File: src/rtl/mips_pkg.sv
// Shared MIPS definitions: opcodes, instruction field positions and the
// one-hot encoding of the fetch state machine.
package mips_pkg;

  localparam logic [5:0] OP_RTYPE = 6'b000000;
  localparam logic [5:0] OP_LW    = 6'b100011;
  localparam logic [5:0] OP_SW    = 6'b101011;
  localparam logic [5:0] OP_BEQ   = 6'b000100;
  localparam logic [5:0] OP_ADDI  = 6'b001000;
  localparam logic [5:0] OP_J     = 6'b000010;

  localparam int OP_MSB    = 31;
  localparam int OP_LSB    = 26;
  localparam int RS_MSB    = 25;
  localparam int RS_LSB    = 21;
  localparam int RT_MSB    = 20;
  localparam int RT_LSB    = 16;
  localparam int RD_MSB    = 15;
  localparam int RD_LSB    = 11;
  localparam int FUNCT_MSB = 5;
  localparam int FUNCT_LSB = 0;
  localparam int IMM_MSB   = 15;
  localparam int IMM_LSB   = 0;

  typedef enum logic [4:0] {
    S_IDLE  = 5'b00001,
    S_REQ   = 5'b00010,
    S_WAIT  = 5'b00100,
    S_DONE  = 5'b01000,
    S_DRAIN = 5'b10000
  } fetch_state_t;

endpackage

File: src/rtl/instr_fetch_if.sv
// Instruction-memory read channel: valid/ready request, valid-only response.
interface instr_fetch_if #(
  parameter int WIDTH = 32
);
  logic             mem_req_valid;
  logic             mem_req_ready;
  logic [WIDTH-1:0] mem_addr;
  logic             mem_rsp_valid;
  logic [WIDTH-1:0] mem_rsp_data;

  modport master (
    output mem_req_valid, mem_addr,
    input  mem_req_ready, mem_rsp_valid, mem_rsp_data
  );

  modport slave (
    input  mem_req_valid, mem_addr,
    output mem_req_ready, mem_rsp_valid, mem_rsp_data
  );
endinterface

File: src/rtl/instr_fields.sv
// Pure combinational slicer from an instruction word to its MIPS fields.
module instr_fields
  import mips_pkg::*;
(
  input  logic [31:0] ir,
  output logic [5:0]  op,
  output logic [5:0]  funct,
  output logic [4:0]  rs,
  output logic [4:0]  rt,
  output logic [4:0]  rd,
  output logic [15:0] imm
);

  assign op    = ir[OP_MSB:OP_LSB];
  assign funct = ir[FUNCT_MSB:FUNCT_LSB];
  assign rs    = ir[RS_MSB:RS_LSB];
  assign rt    = ir[RT_MSB:RT_LSB];
  assign rd    = ir[RD_MSB:RD_LSB];
  assign imm   = ir[IMM_MSB:IMM_LSB];

endmodule

File: src/rtl/instr_fetch.sv
// Multicycle instruction fetch: one word read per fetch_req, result held in
// the IR and sliced into decoder fields. Outputs come only from registers.
//
//   state   | meaning
//   IDLE    | waiting for fetch_req
//   REQ     | request presented, waiting for mem_req_ready
//   WAIT    | request accepted, waiting for the response
//   DONE    | IR just written, instr_valid high
//   DRAIN   | flushed after acceptance, discarding the response
module instr_fetch
  import mips_pkg::*;
#(
  parameter int          WIDTH    = 32,
  parameter logic [31:0] RESET_IR = 32'h0000_0000
) (
  input  logic             clk,
  input  logic             reset_n,
  input  logic             fetch_req,
  input  logic [WIDTH-1:0] pc,
  input  logic             flush,
  instr_fetch_if.master    mem,
  output logic [WIDTH-1:0] instr,
  output logic [5:0]       op,
  output logic [5:0]       funct,
  output logic [4:0]       rs,
  output logic [4:0]       rt,
  output logic [4:0]       rd,
  output logic [15:0]      imm,
  output logic             instr_valid,
  output logic             busy,
  output logic             err
);

  fetch_state_t     state, state_nxt;
  logic [WIDTH-1:0] ir;
  logic [WIDTH-1:0] addr_q;
  logic             err_q;
  logic             load_addr;
  logic             load_ir;
  logic             err_set;

  // State register
  always_ff @(posedge clk or negedge reset_n) begin
    if (!reset_n) state <= S_IDLE;
    else          state <= state_nxt;
  end

  // Next-state and datapath strobes; flush outranks ready and response
  always_comb begin
    state_nxt = state;
    load_addr = 1'b0;
    load_ir   = 1'b0;
    unique case (state)
      S_IDLE: begin
        if (fetch_req) begin
          load_addr = 1'b1;
          state_nxt = S_REQ;
        end
      end
      S_REQ: begin
        if (flush)                  state_nxt = S_IDLE;
        else if (mem.mem_req_ready) state_nxt = S_WAIT;
      end
      S_WAIT: begin
        if (mem.mem_rsp_valid) begin
          if (flush) begin
            state_nxt = S_IDLE;
          end else begin
            load_ir   = 1'b1;
            state_nxt = S_DONE;
          end
        end else if (flush) begin
          state_nxt = S_DRAIN;
        end
      end
      S_DONE:  state_nxt = S_IDLE;
      S_DRAIN: if (mem.mem_rsp_valid) state_nxt = S_IDLE;
      default: state_nxt = S_IDLE;
    endcase
  end

  // A response is only legal while one is outstanding; unaligned PCs are flagged but still fetched
  always_comb begin
    err_set = (mem.mem_rsp_valid && (state == S_IDLE || state == S_REQ || state == S_DONE))
              || (load_addr && (pc[1:0] != 2'b00));
  end

  // Address register, instruction register and sticky error flag
  always_ff @(posedge clk or negedge reset_n) begin
    if (!reset_n) begin
      addr_q <= '0;
      ir     <= WIDTH'(RESET_IR);
      err_q  <= 1'b0;
    end else begin
      if (load_addr) addr_q <= pc;
      if (load_ir)   ir     <= mem.mem_rsp_data;
      if (err_set)   err_q  <= 1'b1;
    end
  end

  assign mem.mem_req_valid = (state == S_REQ);
  assign mem.mem_addr      = addr_q;
  assign instr             = ir;
  assign instr_valid       = (state == S_DONE);
  assign busy              = (state != S_IDLE);
  assign err               = err_q;

  instr_fields u_fields (
    .ir    (ir[31:0]),
    .op    (op),
    .funct (funct),
    .rs    (rs),
    .rt    (rt),
    .rd    (rd),
    .imm   (imm)
  );

endmodule

File: src/flat_wrapper.sv
// flat-port wrapper written by rule: the top's interface ports become plain ports
module instr_fetch_flat import mips_pkg::*;
#(
  parameter int          WIDTH    = 32,
  parameter logic [31:0] RESET_IR = 32'h0000_0000
)
  (clk, reset_n, fetch_req, pc, flush, instr, op, funct, rs, rt, rd, imm, instr_valid, busy, err, mem_mem_req_valid, mem_mem_addr, mem_mem_req_ready, mem_mem_rsp_valid, mem_mem_rsp_data);
  instr_fetch_if #(.WIDTH(WIDTH)) mem_i ();
  input  logic clk;
  input  logic reset_n;
  input  logic fetch_req;
  input  logic [WIDTH-1:0] pc;
  input  logic flush;
  output logic [WIDTH-1:0] instr;
  output logic [5:0] op;
  output logic [5:0] funct;
  output logic [4:0] rs;
  output logic [4:0] rt;
  output logic [4:0] rd;
  output logic [15:0] imm;
  output logic instr_valid;
  output logic busy;
  output logic err;
  output wire logic [$bits(mem_i.mem_req_valid)-1:0] mem_mem_req_valid;
  output wire logic [$bits(mem_i.mem_addr)-1:0] mem_mem_addr;
  input wire logic [$bits(mem_i.mem_req_ready)-1:0] mem_mem_req_ready;
  input wire logic [$bits(mem_i.mem_rsp_valid)-1:0] mem_mem_rsp_valid;
  input wire logic [$bits(mem_i.mem_rsp_data)-1:0] mem_mem_rsp_data;
  assign mem_mem_req_valid = mem_i.mem_req_valid;
  assign mem_mem_addr = mem_i.mem_addr;
  assign mem_i.mem_req_ready = mem_mem_req_ready;
  assign mem_i.mem_rsp_valid = mem_mem_rsp_valid;
  assign mem_i.mem_rsp_data = mem_mem_rsp_data;
  instr_fetch #(.WIDTH(WIDTH), .RESET_IR(RESET_IR)) u_core (.clk(clk), .reset_n(reset_n), .fetch_req(fetch_req), .pc(pc), .flush(flush), .mem(mem_i), .instr(instr), .op(op), .funct(funct), .rs(rs), .rt(rt), .rd(rd), .imm(imm), .instr_valid(instr_valid), .busy(busy), .err(err));
endmodule
File: config.mk
export PLATFORM = sky130hd
export DESIGN_NAME = instr_fetch_flat
export DESIGN_NICKNAME = d
export VERILOG_FILES = /design/src/rtl/mips_pkg.sv /design/src/rtl/instr_fetch_if.sv /design/src/rtl/instr_fields.sv /design/src/rtl/instr_fetch.sv /design/src/flat_wrapper.sv
export SDC_FILE = /design/constraint.sdc
export NUM_CORES = 1
export LEC_CHECK = 0
export BUFFER_PORTS_ARGS = -buffer_cell sky130_fd_sc_hd__buf_2
export CORE_ASPECT_RATIO = 1.75
export CORE_UTILIZATION = 39
export DETAILED_ROUTE_END_ITERATION = 7
export PLACE_DENSITY = 0.72
export SETUP_SLACK_MARGIN = 0.3
export SLEW_MARGIN = 20
export SYNTH_ARGS = -nofsm -noshare
export SYNTH_HDL_FRONTEND = slang
export SYNTH_SLANG_ARGS = --single-unit
File: constraint.sdc
create_clock -name clk -period 4.8 [get_ports clk]
set_clock_uncertainty 0.15 [all_clocks]
set_input_delay 0.72 -clock clk [delete_from_list [all_inputs] [get_ports clk]]
set_output_delay 0.72 -clock clk [all_outputs]
set_load 0.02 [all_outputs]
==> flow_metrics.env, run 1 <==
export IMPL_r2r_start="u_core.state[1]$_DFFE_PN0P_"
export IMPL_path_clk_slew_ns=0.05
export IMPL_clkPwrFrac_pct=23.5
export IMPL_crit_reg2reg_capture="u_core.instr[13]$_DFFE_PN0P_"
export IMPL_postCtsSetupBuffers=0
export IMPL_antenna_found_initial=0
export IMPL_hp_class="flop to flop"
export IMPL_rsz0062_at_grt="false"
export IMPL_row_count=44
export IMPL_stdcell_area_sq_um=4154
export IMPL_crit_chain="nor3_2 > and3b_1 > buf_2"
export IMPL_ys_seq_area_share_pct=53.21
export IMPL_yosysMostFrequentCell="dfrtp_1"
export IMPL_finalWeightedCongestion=0.7123
export IMPL_worstSetupPathType="flop to output pin"
export IMPL_hold_viol=0
export IMPL_p_switching_mw=0.9120
export IMPL_cts_inserted_buffers=9
export IMPL_crit_cells=3
export IMPL_startpoint_type="flop"
export IMPL_synth_cell_types=32
export IMPL_wl_microns=6615
export IMPL_critPathTopFamily="simple AND/OR/NAND/NOR gates"
export IMPL_cts_tree="built"
export IMPL_post_route_drc_count=0
export IMPL_setup_viol=0
export IMPL_yosysTopAreaCell="dfrtp_1"
export IMPL_die_x_microns=71.48
export IMPL_drt_pass1_iterations=4
export IMPL_core_area_sq_um=8258
export IMPL_cp_endpoint="mem_mem_req_valid"
export IMPL_synthArstFlopShare_pct=100.0
export IMPL_pwr_share_seq_pct=36.8
export IMPL_die_height_microns=123.6
export IMPL_syn_num_nets=291
export IMPL_die_area_sq_um=8833
export IMPL_fmax_ghz=0.4277
export IMPL_areaGrowthSynthToFinish_pct=26.09
export IMPL_yosysWarnings=0
export IMPL_clk_path_buf_depth=2
export IMPL_track_usage_pct=14.90
export IMPL_final_nets=432
export IMPL_grt_pass1_wl_microns=9825
export IMPL_h_tree_depth=3
export IMPL_synth_area_leaders="dfrtp_1 52%, mux2_4 17%, buf_4 10%, mux2_2 7.9%, buf_12 1.8%"
export IMPL_nFillCells=749
export IMPL_worst_path_largest_cell_delay_ns=0.47
export IMPL_slew_violations=0
export IMPL_grt_start_max_net_pins=41
export IMPL_crit_fanout=8
export IMPL_place_ws_ns=2.557
export IMPL_drive_gt1_share_pct=71.66
export IMPL_grt_pass1_vias=2019
export IMPL_worstMarginPinSlew_ns=0.8743
export IMPL_p_per_area_nw_per_um2=601.8
export IMPL_intPower_mw=1.588
export IMPL_fin_setup_tns_ns=0
export IMPL_pwr_share_comb_pct=39.8
export IMPL_setup_slack_ns=2.462
export IMPL_period_minus_slack_ns=2.338
export IMPL_cp_arrival_ns=1.47
export IMPL_drt_iter0_drc=95
export IMPL_io_pins=181
export IMPL_cts_hold_buf=0
export IMPL_wl_per_cell_microns=14.41
export IMPL_syn_cell_area_sq_um=3294
export IMPL_clock_sinks=70
export IMPL_cp_end_kind="output pin"
export IMPL_cts_resized=0
export IMPL_ant_nets=0
export IMPL_yosys_most_used_dff="dfrtp_1"
export IMPL_dpl_cell_count=443
export IMPL_vias=2160
export IMPL_clk_latency_ns=0.32
export IMPL_avgSynthCellArea_sq_um=14.91
export IMPL_max_cap_violations=0
export IMPL_cp_startpoint="u_core.state[2]$_DFFE_PN0P_"
export IMPL_fin_crit_sh_pct=48.71
export IMPL_outcome="finished clean"
export IMPL_via_per_inst=4.706
export IMPL_peakVddDrop_uv=389.5
export IMPL_start_util_pct=39.89
export IMPL_ys_seq_elements=70
export IMPL_final_cell_count_no_fill=459
export IMPL_synth_edff_count=0
export IMPL_synth_cells=221
export IMPL_r2r_slack_ns=2.66
export IMPL_antenna_cells=0
export IMPL_cp_data_required_time_ns=3.93
export IMPL_clock_tree_root_cell="clkbuf_16"
export IMPL_synth_top_area_share_pct=52.41
export IMPL_p_leak_nw=2.399
export IMPL_overflow=0
export IMPL_path_buf_inv=1
export IMPL_slowest_stage="dfrtp_1"
export IMPL_dp_final_hpwl_microns=4929
export IMPL_placed_cell_area_sq_um=3885
export IMPL_synth_common_cells="69 x dfrtp_1, 44 x buf_4, 37 x mux2_4, 23 x mux2_2, 5 x nor2_1"
export IMPL_relSlewSlack_pct=41.71
export IMPL_reg2reg_depth=4
export IMPL_p_sw_share_pct=36.48
export IMPL_port_buffers=180
==> cell type report <==
| cell class | instances | area [sq um] | share of cell area, % |
|---|---|---|---|
| tap | 92 | 115.1 | 2.771 |
| clock buffer | 12 | 246.5 | 5.934 |
| timing repair buffer | 182 | 915.9 | 22.05 |
| inverter | 2 | 7.507 | 0.1807 |
| sequential | 70 | 1753 | 42.20 |
| clock inverter | 4 | 22.52 | 0.5422 |
| multi-input combinational | 97 | 1094 | 26.33 |
==> sequential cells by signal, summed over array words and instances (netlist names) <==
register,flops
u_core.mem.mem_addr,32
u_core.state,5
u_core.instr,32
u_core.err,1
==> kinds of logic after synthesis <==
group | count (synthesis) | share of synthesized area, %
AO/OA/AOI/OAI | 10 | 2.013
XOR/XNOR | 2 | 0.5318
buffers and inverters | 54 | 13.60
flip-flops | 70 | 53.21
multiplexers | 64 | 26.09
AND/OR/NAND/NOR | 21 | 4.558
==> how the worst min path moves through the flow <==
stage	endpoint	slack, ns	startpoint	cells after the start
after CTS	u_core.err$_DFFE_PN0P_	0.33	u_core.err$_DFFE_PN0P_	1
after floorplan	u_core.err$_DFFE_PN0P_	0.27	reset_n	0
after detailed placement	u_core.err$_DFFE_PN0P_	0.31	u_core.err$_DFFE_PN0P_	1
after global routing	u_core.err$_DFFE_PN0P_	0.34	u_core.err$_DFFE_PN0P_	1
after global placement	u_core.err$_DFFE_PN0P_	0.30	u_core.err$_DFFE_PN0P_	1
final	u_core.err$_DFFE_PN0P_	0.33	u_core.err$_DFFE_PN0P_	1
==> metrics by stage <==
step / total power, mW / utilization [%] / hold WS (ns)
finish: 2.500 / 50.30 / 0.3260
global route: 2.641 / 50.30 / 0.3382
CTS: 2.538 / 50.30 / 0.3258
detailed placement: 1.933 / 47.05 / 0.3123
global placement: 1.911 / 47.05 / 0.3018
floorplan: 1.704 / - / 0.2744
==> layout by cell type, fill, tap and decap left out, types with 2 or more instances in the layout <==
cell       instances
a21o_1             2
mux2_2            23
nand2_1            4
mux2_1             4
buf_4              2
inv_1              2
nor2_1             5
dfrtp_1           69
and3_1             2
clkinv_2           3
mux2_4            37
clkbuf_16          9
clkbuf_1           2
buf_2            180
o21ai_0            3
==> power by group through the flow <==
stage	combinational (mW)	sequential (mW)	clock, mW
global placement	0.993	0.917	0
global route	1.06	0.947	0.631
detailed placement	1.00	0.931	0
finish	0.994	0.919	0.587
floorplan	0.566	1.14	0
CTS	1.01	0.923	0.607
==> metal layers <==
metal  GRT usage [%]  vias up  share of wire, %
li1                -      993                 -
met1           16.18     1075                37
met2           26.90       81                57
met3           3.964       11               4.2
met4           6.740        0               2.1
met5               0        -                 0
(Power assumes the default switching activity.)
==> inputs of run 2 (changes only) <==
- ABC_AREA: not set -> 1
- PLACE_DENSITY: 0.72 -> 0.75
- clock period: 4.8 -> 2.04 ns (I/O delays scaled with it)
==> run 2 against run 1 <==
The run now ends with DRC left; total power rose to 3.1 times the previous value; count of clock-buffer cells in the layout is the same; largest power group unchanged; synthesized cell count increased by 67%; sequential power rose to 2.6 times the previous value; highest routed layer unchanged; clock power grew to 2.8 times the previous value; sequential share of layout area down 1.6 points.
==> flow_metrics.env, run 2 <==
export IMPL_finalWeightedCongestion=0.7066
export IMPL_ys_seq_area_share_pct=54.77
export IMPL_cp_end_kind="output pin"
export IMPL_dpl_cell_count=585
export IMPL_ys_seq_elements=70
export IMPL_final_cell_count_no_fill=610
export IMPL_hold_viol=0
export IMPL_dp_final_hpwl_microns=5071
export IMPL_synthMuxAreaShare_pct=0
export IMPL_yosys_most_used_dff="dfrtp_1"
export IMPL_synth_top_family_by_area="simple AND/OR/NAND/NOR gates"
export IMPL_peakVddDrop_uv=859.9
export IMPL_critPathTopFamily="flip-flops"
export IMPL_fin_setup_tns_ns=0
export IMPL_syn_cell_area_sq_um=3201
export IMPL_syn_num_nets=438
export IMPL_regArea_sq_um=1754
export IMPL_synth_edff_count=0
export IMPL_track_usage_pct=17.71
export IMPL_final_nets=586
export IMPL_setup_viol=0
export IMPL_worst_path_largest_cell_delay_ns=0.58
export IMPL_synthXorXnorAreaFrac_pct=0
export IMPL_crit_chain="inv_2 > nor2_4 > nand3_4 > buf_6"
export IMPL_die_height_microns=121.8
export IMPL_io_pins=181
export IMPL_grt_start_max_net_pins=71
export IMPL_antenna_found_initial=0
export IMPL_die_area_sq_um=8587
export IMPL_hp_class="primary input to flop"
export IMPL_worstMarginPinSlew_ns=0.3591
export IMPL_cts_inserted_buffers=9
export IMPL_drive_gt1_share_pct=42.88
export IMPL_holdWs_ns=0.02224
export IMPL_grt_pass1_vias=2653
export IMPL_p_leak_nw=2.626
export IMPL_clock_tree_root_cell="clkbuf_16"
export IMPL_max_cap_violations=0
export IMPL_p_per_area_nw_per_um2=1791
export IMPL_synth_compound_area_share_pct=5.356
export IMPL_antenna_cells=0
export IMPL_yosysMostFrequentCell="nand2_1"
export IMPL_slew_violations=0
export IMPL_drt_iter0_drc=125
export IMPL_synth_cells=368
export IMPL_synth_area_leaders="dfrtp_1 54%, nand2_1 20%, buf_4 11%, o21ai_0 4.5%, nor2_4 1.4%"
export IMPL_layout_commonest_cell="buf_2"
export IMPL_wl_microns=7419
export IMPL_start_util_pct=40.19
export IMPL_overflow=0
export IMPL_synth_top_area_share_pct=53.95
export IMPL_period_minus_slack_ns=1.764
export IMPL_synthArstFlopShare_pct=100.0
export IMPL_avgSynthCellArea_sq_um=8.697
export IMPL_synth_cell_types=21
export IMPL_core_area_sq_um=7963
export IMPL_relSlewSlack_pct=76.06
export IMPL_synth_common_cells="170 x nand2_1, 69 x dfrtp_1, 46 x buf_4, 29 x o21ai_0"
export IMPL_drt_pass1_iterations=6
export IMPL_multi_input_area_sq_um=997.2
export IMPL_synthSimpleGateAreaFrac_pct=25.49
export IMPL_final_cell_mix="177 x buf_2, 170 x nand2_1, 68 x dfrtp_1, 20 x o21ai_0, 12 x o21ai_1"
export IMPL_post_route_drc_count=33
export IMPL_cts_tree="built"
export IMPL_yosysWarnings=0
export IMPL_fin_crit_sh_pct=86.48
export IMPL_path_buf_inv=2
export IMPL_areaGrowthSynthToFinish_pct=34.99
export IMPL_crit_fanout=3
export IMPL_yosysTopAreaCell="dfrtp_1"
export IMPL_rsz0062_at_grt="true"
export IMPL_grt_pass1_wl_microns=11810
export IMPL_fmax_ghz=0.5668
export IMPL_outcome="finished with violations"
export IMPL_cp_data_required_time_ns=1.58
export IMPL_worstSetupPathType="flop to output pin"
export IMPL_port_buffers=180
export IMPL_clock_sinks=70
export IMPL_vias=2837
export IMPL_die_x_microns=70.48
export IMPL_row_count=43
export IMPL_wl_per_cell_microns=12.16
export IMPL_h_tree_depth=3
export IMPL_startpoint_type="flop"
export IMPL_via_per_inst=4.651
export IMPL_ant_nets=0
export IMPL_path_clk_slew_ns=0.05
export IMPL_clk_latency_ns=0.33
export IMPL_failed_checks="DRC"
export IMPL_synth_adder_area_share_pct=0
export IMPL_slowest_stage="dfstp_2"
export IMPL_clk_path_buf_depth=2
export IMPL_cp_arrival_ns=1.31
export IMPL_nFillCells=709
## run 2: area by class of cell
class,instances,share of cell area (%)
clock buffer,12,5.937
clock inverter,3,1.564
inverter,11,1.014
multi-input combinational,229,23.08
sequential,70,40.60
tap,90,2.606
timing repair buffer,195,25.20
## run 2: tightest hold or removal path: cells and delay by family
family / cells / cell delay (ns)
buf+inv: 1 / 0.07
simple gates: 2 / 0.08
## run 2: through the flow
step                area [sq um]  power (mW)  setup slack, ns  utilization [%]
floorplan                   3201       5.060           0.5701                -
global placement            3846       5.744           0.4276            48.30
detailed placement          3846       5.809           0.3818            48.30
CTS                         4270       7.699           0.2615            53.63
global route                4320       8.217           0.2358            54.26
finish                      4320       7.737           0.2758            54.26
## run 2: cells by family (layout without fill, tap and decap cells)
kind of cell	Yosys count	in the layout
compound gates	34	34
flops	70	70
simple gates	195	195
buf+inv	69	221
## run 2: per-layer routing
metal / share of wire [%] / global-route usage (%) / vias up
li1: - / - / 1402
met1: 38 / 19.73 / 1299
met2: 54 / 31.43 / 124
met3: 5.9 / 2.812 / 12
met4: 2.4 / 10.71 / 0
met5: 0 / 0 / -
## run 2: final timing paths
| check | start | to | slack [ns] | cells past startpoint |
|---|---|---|---|---|
| max in group asynchronous | reset_n | u_core.state[0]$_DFFE_PN1P_ | 1.05 | 3 |
| worst max-delay path | u_core.state[0]$_DFFE_PN1P_ | busy | 0.28 | 4 |
| worst max register to register | u_core.state[0]$_DFFE_PN1P_ | u_core.state[0]$_DFFE_PN1P_ | 0.39 | 9 |
| worst min-delay path | mem_mem_rsp_data[3] | u_core.instr[3]$_DFFE_PN0P_ | 0.02 | 3 |
| worst min register to register | u_core.mem.mem_addr[18]$_DFFE_PN0P_ | u_core.mem.mem_addr[18]$_DFFE_PN0P_ | 0.33 | 2 |
| min in group asynchronous | reset_n | u_core.instr[18]$_DFFE_PN0P_ | 0.38 | 3 |
## run 2: where the power goes
| group | internal (mW) | switching (mW) | leakage [nW] |
|---|---|---|---|
| clock network | 1.13 | 0.542 | 0.155 |
| registers | 2.01 | 0.411 | 0.907 |
| logic | 1.28 | 2.37 | 1.56 |
| total | 4.41 | 3.32 | 2.63 |
## run 2: timing repair
action,in CTS,in global routing
hold buffers,1,0
pin swaps,3,4
setup endpoints to repair,3,71
buffers inserted,7,2
resized for setup,5,20
hold endpoints to repair,69,0
